==> src/rtl/lock_key_loader.sv <==
// ---------------------------------------------------------------------------
// lock_key_loader
//
// Run-time unlock controller for an XOR-locked ripple-carry adder. On a start
// pulse it reads the key from the key store one word at a time into a shadow
// register. It then drives the key onto the adder's key bus and runs four
// fixed self-test vectors through the adder. Each adder result is compared
// against an internally computed golden sum. The key stays on the bus only
// if every vector matches.
//
// Ports
//   clk_i        system clock, rising-edge active
//   rst_i        synchronous active-high reset
//   start_i      start pulse, accepted only in IDLE, PASS or FAIL
//   mem_rd_o     key-store read request
//   mem_addr_o   key-store word address
//   mem_rdata_i  key-store read data
//   mem_valid_i  read data valid (same cycle as request or later)
//   keyinput_o   key bus to the locked adder
//   add1_o       adder operand A
//   add2_o       adder operand B
//   result_i     combinational adder result, DATA_W+1 bits
//   busy_o       load/self-test in progress
//   pass_o       key verified (level)
//   fail_o       self-test mismatch (level)
//
// KEY_W must equal WORD_W*NUM_WORDS, and NUM_WORDS must fit the 2-bit address.
// ---------------------------------------------------------------------------
module lock_key_loader #(
  parameter int KEY_W     = 64,
  parameter int WORD_W    = 16,
  parameter int NUM_WORDS = 4,
  parameter int DATA_W    = 32
) (
  input  logic              clk_i,
  input  logic              rst_i,
  input  logic              start_i,
  output logic              mem_rd_o,
  output logic [1:0]        mem_addr_o,
  input  logic [WORD_W-1:0] mem_rdata_i,
  input  logic              mem_valid_i,
  output logic [KEY_W-1:0]  keyinput_o,
  output logic [DATA_W-1:0] add1_o,
  output logic [DATA_W-1:0] add2_o,
  input  logic [DATA_W:0]   result_i,
  output logic              busy_o,
  output logic              pass_o,
  output logic              fail_o
);

  typedef enum logic [2:0] {
    IDLE,
    READ,
    APPLY,
    CHECK,
    PASS,
    FAIL
  } state_t;

  localparam logic [1:0] LAST_WORD = 2'(NUM_WORDS - 1);
  localparam logic [1:0] LAST_VEC  = 2'd3;

  state_t              state;
  state_t              state_next;
  logic [KEY_W-1:0]    shadow;
  logic [1:0]          word_cnt;
  logic [1:0]          vec_cnt;
  logic [DATA_W-1:0]   vec_a;
  logic [DATA_W-1:0]   vec_b;
  logic [DATA_W:0]     golden;
  logic                sum_ok;
  logic                start_ok;
  logic                capture;
  logic                testing;

  // Self-test vector table, chosen to exercise an all-zero add, a full
  // carry ripple into the carry-out, alternating bit patterns and a
  // mixed-value sum.
  always_comb begin
    vec_a = '0;
    vec_b = '0;
    case (vec_cnt)
      2'd1: begin
        vec_a = DATA_W'(32'hFFFF_FFFF);
        vec_b = DATA_W'(32'h0000_0001);
      end
      2'd2: begin
        vec_a = DATA_W'(32'hAAAA_AAAA);
        vec_b = DATA_W'(32'h5555_5555);
      end
      2'd3: begin
        vec_a = DATA_W'(32'h1234_5678);
        vec_b = DATA_W'(32'h9ABC_DEF0);
      end
      default: begin
        vec_a = '0;
        vec_b = '0;
      end
    endcase
  end

  // Golden sum is one bit wider than the operands so the carry-out is
  // checked as well.
  assign golden   = {1'b0, add1_o} + {1'b0, add2_o};
  assign sum_ok   = (result_i == golden);
  assign start_ok = start_i && (state == IDLE || state == PASS || state == FAIL);
  assign capture  = (state == READ) && mem_valid_i;
  assign testing  = (state == APPLY) || (state == CHECK);

  // All outputs decode the registered state. mem_rd_o therefore falls in the
  // cycle after the last word is captured, and falls straight after a reset.
  assign mem_rd_o   = (state == READ);
  assign mem_addr_o = (state == READ) ? word_cnt : 2'd0;
  assign busy_o     = (state == READ) || testing;
  assign pass_o     = (state == PASS);
  assign fail_o     = (state == FAIL);
  assign keyinput_o = (testing || state == PASS) ? shadow : '0;
  assign add1_o     = testing ? vec_a : '0;
  assign add2_o     = testing ? vec_b : '0;

  always_ff @(posedge clk_i) begin
    if (rst_i) begin
      state <= IDLE;
    end else begin
      state <= state_next;
    end
  end

  always_comb begin
    state_next = state;
    case (state)
      IDLE, PASS, FAIL: begin
        if (start_ok) begin
          state_next = READ;
        end
      end
      READ: begin
        if (mem_valid_i && word_cnt == LAST_WORD) begin
          state_next = APPLY;
        end
      end
      APPLY: begin
        state_next = CHECK;
      end
      CHECK: begin
        if (!sum_ok) begin
          state_next = FAIL;
        end else if (vec_cnt == LAST_VEC) begin
          state_next = PASS;
        end else begin
          state_next = APPLY;
        end
      end
      default: begin
        state_next = IDLE;
      end
    endcase
  end

  // Shadow key and counters. The shadow is wiped on every restart and on a
  // self-test mismatch, so a rejected key never lingers in the design.
  always_ff @(posedge clk_i) begin
    if (rst_i) begin
      shadow   <= '0;
      word_cnt <= 2'd0;
      vec_cnt  <= 2'd0;
    end else if (start_ok) begin
      shadow   <= '0;
      word_cnt <= 2'd0;
      vec_cnt  <= 2'd0;
    end else if (capture) begin
      shadow[WORD_W*int'(word_cnt) +: WORD_W] <= mem_rdata_i;
      word_cnt <= (word_cnt == LAST_WORD) ? 2'd0 : word_cnt + 2'd1;
      vec_cnt  <= 2'd0;
    end else if (state == CHECK) begin
      if (!sum_ok) begin
        shadow <= '0;
      end else if (vec_cnt != LAST_VEC) begin
        vec_cnt <= vec_cnt + 2'd1;
      end
    end
  end

endmodule

==> config.mk <==
export PLATFORM = sky130hd
export DESIGN_NAME = lock_key_loader
export DESIGN_NICKNAME = d
export VERILOG_FILES = /design/src/rtl/lock_key_loader.sv
export SDC_FILE = /design/constraint.sdc
export NUM_CORES = 1
export LEC_CHECK = 0
export CORE_ASPECT_RATIO = 1.2
export CORE_UTILIZATION = 44
export DETAILED_ROUTE_END_ITERATION = 8
export GPL_TIMING_DRIVEN = 0
export PLACE_DENSITY = 0.79
export RECOVER_POWER = 50
export SYNTH_ARGS = -nofsm -noshare
export SYNTH_HDL_FRONTEND = slang
export SYNTH_SLANG_ARGS = --single-unit
==> constraint.sdc <==
create_clock -name clk_i -period 3.85 [get_ports clk_i]
set_input_delay 1.155 -clock clk_i [delete_from_list [all_inputs] [get_ports clk_i]]
set_output_delay 1.155 -clock clk_i [all_outputs]
set_load 0.005 [all_outputs]
## Yosys cells after proc, flatten, opt, wreduce, memory -nomap -nowiden

Cells that the tools add are included.

- Add/sub/neg operators: 4
- Eq/ne operators: 14
- Shift-type cells: 2
- Multiplexer cells: 16
- Reductions and logical operators: 16

Operator list:

| operator | number |
|---|---|
| 2-to-1 mux 64 bit | 4 |
| case mux 32 bit (3 select lines) | 2 |
| bitwise mux 64 bit | 1 |
| 2-to-1 mux 32 bit | 2 |
| variable shift 16 x 33 -> 64 bit (first input constant) | 1 |
| indexed part select 16 x 33 -> 64 bit | 1 |
| adder 32 x 32 -> 33 bit | 1 |
| equality test 33 bit | 1 |
| negator 6 -> 33 bit | 1 |
| 2-to-1 mux 3 bit | 4 |
| case mux 3 bit (4 select lines) | 1 |
| equality test 2 bit (second input constant) | 3 |
| equality test 3 x 2 -> 1 bit (second input constant) | 2 |
| equality test 3 bit (second input constant) | 2 |
| OR reduction 3 bit | 2 |
| logical OR 1 bit | 5 |
| adder 2 x 1 -> 2 bit (second input constant) | 2 |
| 2-to-1 mux 2 bit | 2 |
| != test 2 x 1 -> 1 bit (second input constant) | 2 |
| != test 2 bit (second input constant) | 2 |
| AND reduction 2 bit | 2 |
| equality test 3 x 1 -> 1 bit (second input constant) | 1 |
| logical AND 1 bit | 3 |
| logical NOT 3 bit | 1 |
| other kinds (4) | 4 |

- Flip-flop bits (word level): 71
- Output and inout port bits: 134

## Longest topological paths before layout

Gate-level depths: netlist of the first run.

- Word-level depth: 8
- Gate-level depth with buffers: 19

## Worst setup path after synthesis of the first run

OpenSTA, ideal clock, no wires.

- Kind: reg2reg
- From: register vec_cnt[0]
- To: register shadow[10]
- Setup time: 128 ps
- Data arrival time: 3995 ps
- Required time: 3722 ps
- Setup slack: -273 ps
- Stages on the path, launching flop included: 19
- Buffers on the path: 4
- Clock period less this slack: 4123 ps
- Path through: dfxtp_1 > inv_1 > ha_1 > buf_4 > buf_2 > nor2_2 > o21a_1 > ha_1 > buf_2 > a21o_1 > a21oi_1 > maj3_1 > a221oi_1 > and3b_1 > nor4bb_1 > and4_1 > a41oi_2 > buf_2 > o22ai_1

- Word-level cells in the longest chain between the ends: 7

RTL lines:

| what | RTL line | source |
|---|---|---|
| start: declaration | 67 | `logic [1:0] vec_cnt;` |
| start signal: assignment | 179 | `vec_cnt <= vec_cnt + 2'd1;` |
| equality test 2 bit / equality test 2 x 1 -> 1 bit (equally long branches) | 82 | `case (vec_cnt)` |
| case mux 32 bit (3 select lines) * | 82 |  |
| 2-to-1 mux 32 bit * | 118 | `assign add1_o = testing ? vec_a : '0;` |
| via add1_o[3] | 43 | `output logic [DATA_W-1:0] add1_o,` |
| adder 32 x 32 -> 33 bit * | 104 | `assign golden = {1'b0, add1_o} + {1'b0, add2_o};` |
| equality test 33 bit * | 105 | `assign sum_ok = (result_i == golden);` |
| != test 2 x 1 -> 1 bit (no source line) * | -- |  |
| AND reduction 2 bit (no source line) * | -- |  |
| end signal: indexed assignment | 172 | `shadow[WORD_W*int'(word_cnt) +: WORD_W] <= mem_rdata_i;` |
| end: declaration | 65 | `logic [KEY_W-1:0] shadow;` |

The timed path passes the listed nets; every way through them passes the cells marked *.
A chain may end at the register's enable or synchronous reset.

## Final worst setup path of the first run

- From: register vec_cnt[1]
- To: register vec_cnt[1]

- Word-level cells in the longest chain between the ends: 6

RTL lines:

| what | RTL line |
|---|---|
| equality test 2 bit / equality test 2 x 1 -> 1 bit (equally long branches) | 82 |
| case mux 32 bit (3 select lines) | 82 |
| 2-to-1 mux 32 bit (on tied branches) | 118, 119 |
| adder 32 x 32 -> 33 bit | 104 |
| equality test 33 bit | 105 |
| AND reduction 3 bit (no source line) | -- |

Parallel ways exist; a longest one is shown, timed or not.

==> results.sh, run 1 <==
export IMPL_status="complete, but fails checks"
export IMPL_violations="negative setup slack"
export IMPL_netlist_instances=807
export IMPL_slew_headroom_pct=55.9
export IMPL_combPwrFrac_pct=20.3
export IMPL_p_clk_share_pct=40.4
export IMPL_worst_r2r_cell_count=17
export IMPL_p_leak_nw=3.52
export IMPL_peakVddDrop_mv=0.283
export IMPL_design_area_sq_um=9780
export IMPL_met3_length_um=2020
export IMPL_antenna_found_initial=0
export IMPL_period_needed_ps=3940
export IMPL_p_seq_share_pct=39.3
export IMPL_pin_count=187
export IMPL_cts_buffers=9
export IMPL_cpPeakStageDelay_ps=500
export IMPL_totalPowerFinal_mw=1.92
export IMPL_track_usage_pct=32.4
export IMPL_root_buffer="clkbuf_16"
export IMPL_netlist_area_leader_share_pct=23.5
export IMPL_fin_nets=1129
export IMPL_netSwitchingPower_mw=0.581
export IMPL_h_tree_depth=3
export IMPL_initial_core_util_pct=45.5
export IMPL_fp_dieH_um=130
export IMPL_r2r_slack_ps=-90
export IMPL_fmax_mhz=254
export IMPL_holdBufCountCts=0
export IMPL_grt_pass1_vias=6803
export IMPL_place_ws_ps=-1130
export IMPL_routed_wl_um=25200
export IMPL_cp_cell_sequence="inv_4, ha_4, buf_8, nor2_4, o21a_4, ha_4, buf_6, buf_12, a21oi_4, o211ai_1, nand2_1, o21ai_1, or4bb_1, nor4_2, nand4_1, nor4_4, mux2i_1"
export IMPL_hold_depth=2
export IMPL_hold_slack_ps=452
export IMPL_yosys_warnings=0
export IMPL_yosysSeqAreaShare_pct=23.5
export IMPL_final_cells=1234
export IMPL_netlist_area_sq_um=6050
export IMPL_final_core_util_pct=73.5
export IMPL_startpoint_type="flop"
export IMPL_switching_share_pct=30.2
export IMPL_numPlacedInstances=1159
export IMPL_die_area_sq_um=14200
export IMPL_path_clk_slew_ps=60
export IMPL_clk_path_buf_depth=2
export IMPL_drt_iter0_markers=450
export IMPL_required_ps=4100
export IMPL_layout_setup_ws_ps=-90.2
export IMPL_rows=46
export IMPL_syn_to_final_growth_pct=61.7
export IMPL_portBuffers=180
export IMPL_finClkSkew_ps=7.01
export IMPL_yosys_register_bits=71
export IMPL_place_area_sq_um=8130
export IMPL_cpMostUsedCell="ha_4"
export IMPL_hp_class="flop to flop"
export IMPL_cts_num_sinks=71
export IMPL_drc_errors=0
export IMPL_route_met2_wl_um=12500
export IMPL_post_route_period_util_pct=102
export IMPL_clock_latency_ps=330
export IMPL_top_layer="met4"
export IMPL_fillers=1019
export IMPL_rsz0062_at_grt="true"
export IMPL_pwr_density_cell_nw_per_um2=197
export IMPL_synth_area_leaders="dfxtp_1 (24%), nand3_1 (9.5%), buf_4 (7.4%)"
export IMPL_synth_edff_count=0
export IMPL_antenna_left=0
export IMPL_grt_pass1_wl_um=35500
export IMPL_crit_fanout=5
export IMPL_end_kind="flop"
export IMPL_p_int_mw=1.34
export IMPL_synth_top_cell_by_area="dfxtp_1"
export IMPL_dp_hpwl_um=17100
export IMPL_grt_ovfl_total=0
export IMPL_async_flop_share_pct=0
export IMPL_setup_tns_ps=-903
export IMPL_avgSynthCellArea_sq_um=7.49
export IMPL_routabilityCongestion=0.985
export IMPL_cp_arrival_ps=4190
export IMPL_first_pass_iters=5
export IMPL_core_sq_um=13300
export IMPL_vias=7403
export IMPL_worstSetupPathType="flop to flop"
export IMPL_yosys_most_used_dff="dfxtp_1"
export IMPL_drive_above_1_share_pct=26.9
export IMPL_finalSetupViolations=48
export IMPL_maxCapViolCount=0
export IMPL_slew_viol_final=0
export IMPL_hold_viol=0
export IMPL_cts_tree="yes"
export IMPL_m1WireLength_um=9120
export IMPL_ys_types=76
export IMPL_vias_per_cell=6.00
export IMPL_routedWlPerCell_um=20.4
export IMPL_worstMarginPinSlew_ps=661
export IMPL_grt_max_degree=14
export IMPL_dieWidth_um=109
export IMPL_antennaDiodeCount=0
export IMPL_crit_slowest_cell="or4bb_1"
## synth_stat cells, drive strengths merged (6+ instances only)
master and count:
xor2 12, nor3 16, ha 15, a21oi 25, mux2i 10, a31oi 10, nand3 115, buf 85
nor2 31, nor2b 69, and2 9, o22ai 33, inv 11, dfxtp 71, clkbuf 32, xnor2 26
o21ai 49, a221oi 6, nand2b 8, nand4b 7, nor4 6, nand2 53, a21o 9, nand4 8
o211ai 7
## path summary, 6_finish.rpt
kind | from | end
worst max-delay path | vec_cnt[1] | vec_cnt[1]
worst min-delay path | shadow[35] | shadow[35]
worst max register to register | vec_cnt[1] | vec_cnt[1]
worst min register to register | shadow[35] | shadow[35]
## worst max-delay path: cells and delay by family (launching register included)
kind / cells / cell delay [ps]
fa+ha+maj: 2 / 370
buf+inv: 4 / 440
flops: 1 / 380
compound gates: 4 / 640
mux: 1 / 210
simple gates: 6 / 1800
## metal layers
metal  GRT usage [%]  vias up
met5               0        -
met4            22.7        0
met3            5.61      127
met2            57.0      460
met1            35.1     3453
li1                -     3363
## flip-flops by register name (all words and copies together), names as in the netlist
register,flops
state,3
shadow,64
word_cnt,2
vec_cnt,2
## power groups by stage
stage                     sequential, mW  clock, mW  combinational, mW
final                              0.757      0.777              0.390
after global routing               0.759      0.804              0.413
after CTS                          0.758      0.770              0.358
after detailed placement           0.773          0              0.333
after global placement             0.773          0              0.331
after floorplan                    0.770          0              0.189
## timing repair
action,4_1_cts,5_1_grt
setup endpoints to repair,129,91
gates resized for setup,109,94
gates cloned,1,2
buffers inserted,32,27
pin swaps,23,43
## kinds of logic after synthesis
group	after synthesis	synth area share, %
simple gates	360	33.4
compound gates	178	19.2
buf+inv	129	12.2
flops	71	23.5
xor+xnor	40	6.37
fa+ha+maj	17	3.43
mux	11	1.84
other cells	1	0.0620
## layout by cell type, fill, tap and decap left out, drive strengths merged, types with 7 or more instances in the layout
| master | instances |
|---|---|
| a21o | 9 |
| a21oi | 25 |
| a31oi | 10 |
| and2 | 9 |
| buf | 145 |
| clkbuf | 40 |
| clkdlybuf4s50 | 179 |
| dfxtp | 71 |
| ha | 15 |
| inv | 12 |
| mux2i | 10 |
| nand2 | 53 |
| nand2b | 8 |
| nand3 | 115 |
| nand4 | 8 |
| nand4b | 7 |
| nor2 | 31 |
| nor2b | 69 |
| nor3 | 16 |
| o211ai | 7 |
| o21ai | 49 |
| o22ai | 33 |
| xnor2 | 26 |
| xor2 | 12 |
## area by class of cell
type	count	area, sq um	area share [%]
Sequential cell	71	1430	14.7
Tap cell	168	210	2.15
Inverter	12	58.8	0.602
Clock buffer	10	229	2.34
Buffer	114	826	8.45
Timing Repair inverter	1	5.00	0.0512
Timing Repair Buffer	241	2300	23.6
Clock inverter	6	45.0	0.461
Multi-Input combinational cell	611	4670	47.7
No activity file was read; power rests on OpenSTA's default activity.
==> run 2: changes to the inputs <==
--- a/config.mk
+++ b/config.mk
@@ -9,7 +9,7 @@
 export CORE_UTILIZATION = 44
 export DETAILED_ROUTE_END_ITERATION = 8
 export GPL_TIMING_DRIVEN = 0
-export PLACE_DENSITY = 0.79
+export PLACE_DENSITY_LB_ADDON = 0.15
 export RECOVER_POWER = 50
 export SYNTH_ARGS = -nofsm -noshare
 export SYNTH_HDL_FRONTEND = slang
==> run 2 against run 1 <==
  * The run still ends with negative setup slack left
  * Count of clock-buffer cells in the layout grew 1
  * Setup slack got worse by 49 ps
  * Total power increased by 7.2%
  * Register-to-register slack lost 50 ps
  * Combinational power is 4% higher
==> results.sh, run 2 (synthesis results as in run 1) <==
export IMPL_routedWlPerCell_um=20.7
export IMPL_end_kind="flop"
export IMPL_drive_above_1_share_pct=28.3
export IMPL_largestRegisters="shadow (64), state (3)"
export IMPL_cts_buffers=9
export IMPL_grt_pass1_vias=6862
export IMPL_final_common_cell="clkdlybuf4s50_1"
export IMPL_post_route_period_util_pct=104
export IMPL_worstSetupPathType="flop to flop"
export IMPL_peakVddDrop_mv=0.308
export IMPL_cts_num_sinks=71
export IMPL_combPwrFrac_pct=19.6
export IMPL_slew_headroom_pct=47.3
export IMPL_h_tree_depth=3
export IMPL_p_clk_share_pct=43.7
export IMPL_finalSetupViolations=65
export IMPL_cp_arrival_ps=4250
export IMPL_finClkSkew_ps=6.60
export IMPL_largest_reg_flops=64
export IMPL_period_needed_ps=3990
export IMPL_rsz0062_at_grt="true"
export IMPL_top_register="shadow"
export IMPL_root_buffer="clkbuf_16"
export IMPL_hold_viol=0
export IMPL_switching_share_pct=27.5
export IMPL_track_usage_pct=33.9
export IMPL_crit_slowest_cell="or4_1"
export IMPL_crit_fanout=10
export IMPL_min_delay_start="shadow[51]"
export IMPL_pwr_density_cell_nw_per_um2=208
export IMPL_place_area_sq_um=8130
export IMPL_path_clk_slew_ps=60
export IMPL_cts_tree="yes"
export IMPL_fp_dieH_um=130
export IMPL_path_buf_inv=5
export IMPL_violations="negative setup slack"
export IMPL_drc_errors=0
export IMPL_cp_cell_sequence="ha_1, buf_6, clkinvlp_4, nor2_4, ha_4, buf_6, nand3_1, o21ai_1, a221oi_4, nand2_1, or4_1, a22oi_2, and4_4, a41oi_4, buf_12, buf_4, o22ai_1"
export IMPL_syn_to_final_growth_pct=63.9
export IMPL_core_sq_um=13300
export IMPL_grt_pass1_wl_um=36500
export IMPL_die_area_sq_um=14200
export IMPL_antennaDiodeCount=0
export IMPL_clock_latency_ps=330
export IMPL_multi_input_area_sq_um=4760
export IMPL_status="complete, but fails checks"
export IMPL_ff_latch_area_sq_um=1430
export IMPL_worstMarginPinSlew_ps=785
export IMPL_fillers=1024
export IMPL_startpoint_type="flop"
export IMPL_dieWidth_um=109
export IMPL_required_ps=4110
export IMPL_routabilityCongestion=0.985
export IMPL_first_pass_iters=5
export IMPL_netSwitchingPower_mw=0.568
export IMPL_fin_nets=1127
export IMPL_slew_viol_final=0
export IMPL_vias_per_cell=5.97
export IMPL_rr_endpoint="shadow[9]"
export IMPL_layout_setup_ws_ps=-139
export IMPL_drt_iter0_markers=504
export IMPL_layout_common_cells="clkdlybuf4s50_1 (178), buf_4 (113), nand3_1 (111)"
export IMPL_final_core_util_pct=74.6
export IMPL_grt_max_degree=13
export IMPL_crit_family="simple AND/OR/NAND/NOR gates"
export IMPL_p_leak_nw=3.59
export IMPL_cpPeakStageDelay_ps=430
export IMPL_r2r_start="vec_cnt[1]"
export IMPL_holdBufCountCts=0
export IMPL_hold_depth=2
export IMPL_rows=46
export IMPL_initial_core_util_pct=45.5
export IMPL_cpMostUsedCell="buf_6"
export IMPL_dp_hpwl_um=17400
export IMPL_pin_count=187
export IMPL_design_area_sq_um=9910
export IMPL_r2r_slack_ps=-140
export IMPL_place_ws_ps=-1090
export IMPL_routed_wl_um=25500
export IMPL_grt_ovfl_total=0
export IMPL_crit_start="vec_cnt[1]"
export IMPL_fmax_mhz=251
export IMPL_clk_path_buf_depth=2
export IMPL_antenna_found_initial=0
export IMPL_hp_class="flop to flop"
export IMPL_p_seq_share_pct=36.7
export IMPL_portBuffers=180
export IMPL_maxCapViolCount=0
export IMPL_hold_slack_ps=454
export IMPL_worstHoldEndpoint="shadow[51]"
export IMPL_setup_tns_ps=-5940
export IMPL_worst_r2r_cell_count=17
export IMPL_p_int_mw=1.49
export IMPL_vias=7355
export IMPL_antenna_left=0
## run 2: cell count changes in the layout (fill, tap and decap cells not counted), sizes merged
| cell | delta |
|---|---|
| clkdlybuf4s50 | -1 |
| clkbuf | +5 |
| buf | -6 |
| clkinv | +1 |
| inv | -2 |
| dlygate4sd3 | +1 |
| bufinv | +2 |
| clkinvlp | -2 |
## run 2: worst max-delay path by stage
| stage | to | slack, ps | depth (start not counted) |
|---|---|---|---|
| floorplan | vec_cnt[0] | 8 | 18 |
| global placement | shadow[54] | -1130 | 15 |
| detailed placement | shadow[38] | -1090 | 15 |
| CTS | shadow[55] | 5 | 18 |
| global route | shadow[9] | -230 | 17 |
| finish | shadow[9] | -140 | 17 |
## run 2: worst min-delay path, cell delays in order, from the launching register on
cell	delay, ps
dfxtp_1	300
nand3_1	60
o21ai_1	50
## run 2: routing by layer
metal / vias up / routed length (um) / GRT usage (%)
li1: 3358 / - / -
met1: 3468 / 9040 / 35.7
met2: 410 / 12900 / 60.3
met3: 119 / 1930 / 7.14
met4: 0 / 1640 / 22.9
met5: - / 0 / 0
## run 2: stage by stage
| step | cells | power, mW |
|---|---|---|
| after CTS | 1205 | 2.02 |
| after detailed placement | 1159 | 1.11 |
| after global placement | 1159 | 1.11 |
| after global routing | 1232 | 2.12 |
| after floorplan | 811 | 0.959 |
| final | 1232 | 2.06 |
## run 2: timing repair
action / CTS / global route
setup endpoints to repair: 129 / 119
pin swaps: 26 / 38
buffers inserted: 28 / 26
resized for setup: 135 / 85
cloned: 3 / 2
## run 2: power by group through the flow
stage / Sequential [mW] / Clock (mW) / Combinational, mW
after floorplan: 0.770 / 0 / 0.189
after global placement: 0.773 / 0 / 0.332
after detailed placement: 0.773 / 0 / 0.335
after CTS: 0.756 / 0.900 / 0.364
after global routing: 0.759 / 0.931 / 0.428
final: 0.757 / 0.901 / 0.404
## run 2: cell type report
| class | count | area share, % |
|---|---|---|
| flip-flops and latches | 71 | 14.4 |
| clock buffers | 11 | 2.45 |
| clock inverters | 5 | 0.820 |
| repair buffers | 238 | 23.1 |
| plain buffers | 115 | 8.43 |
| inverters | 12 | 0.618 |
| well taps | 168 | 2.12 |
| repair inverters | 1 | 0.0505 |
| multi-input cells | 611 | 48.0 |
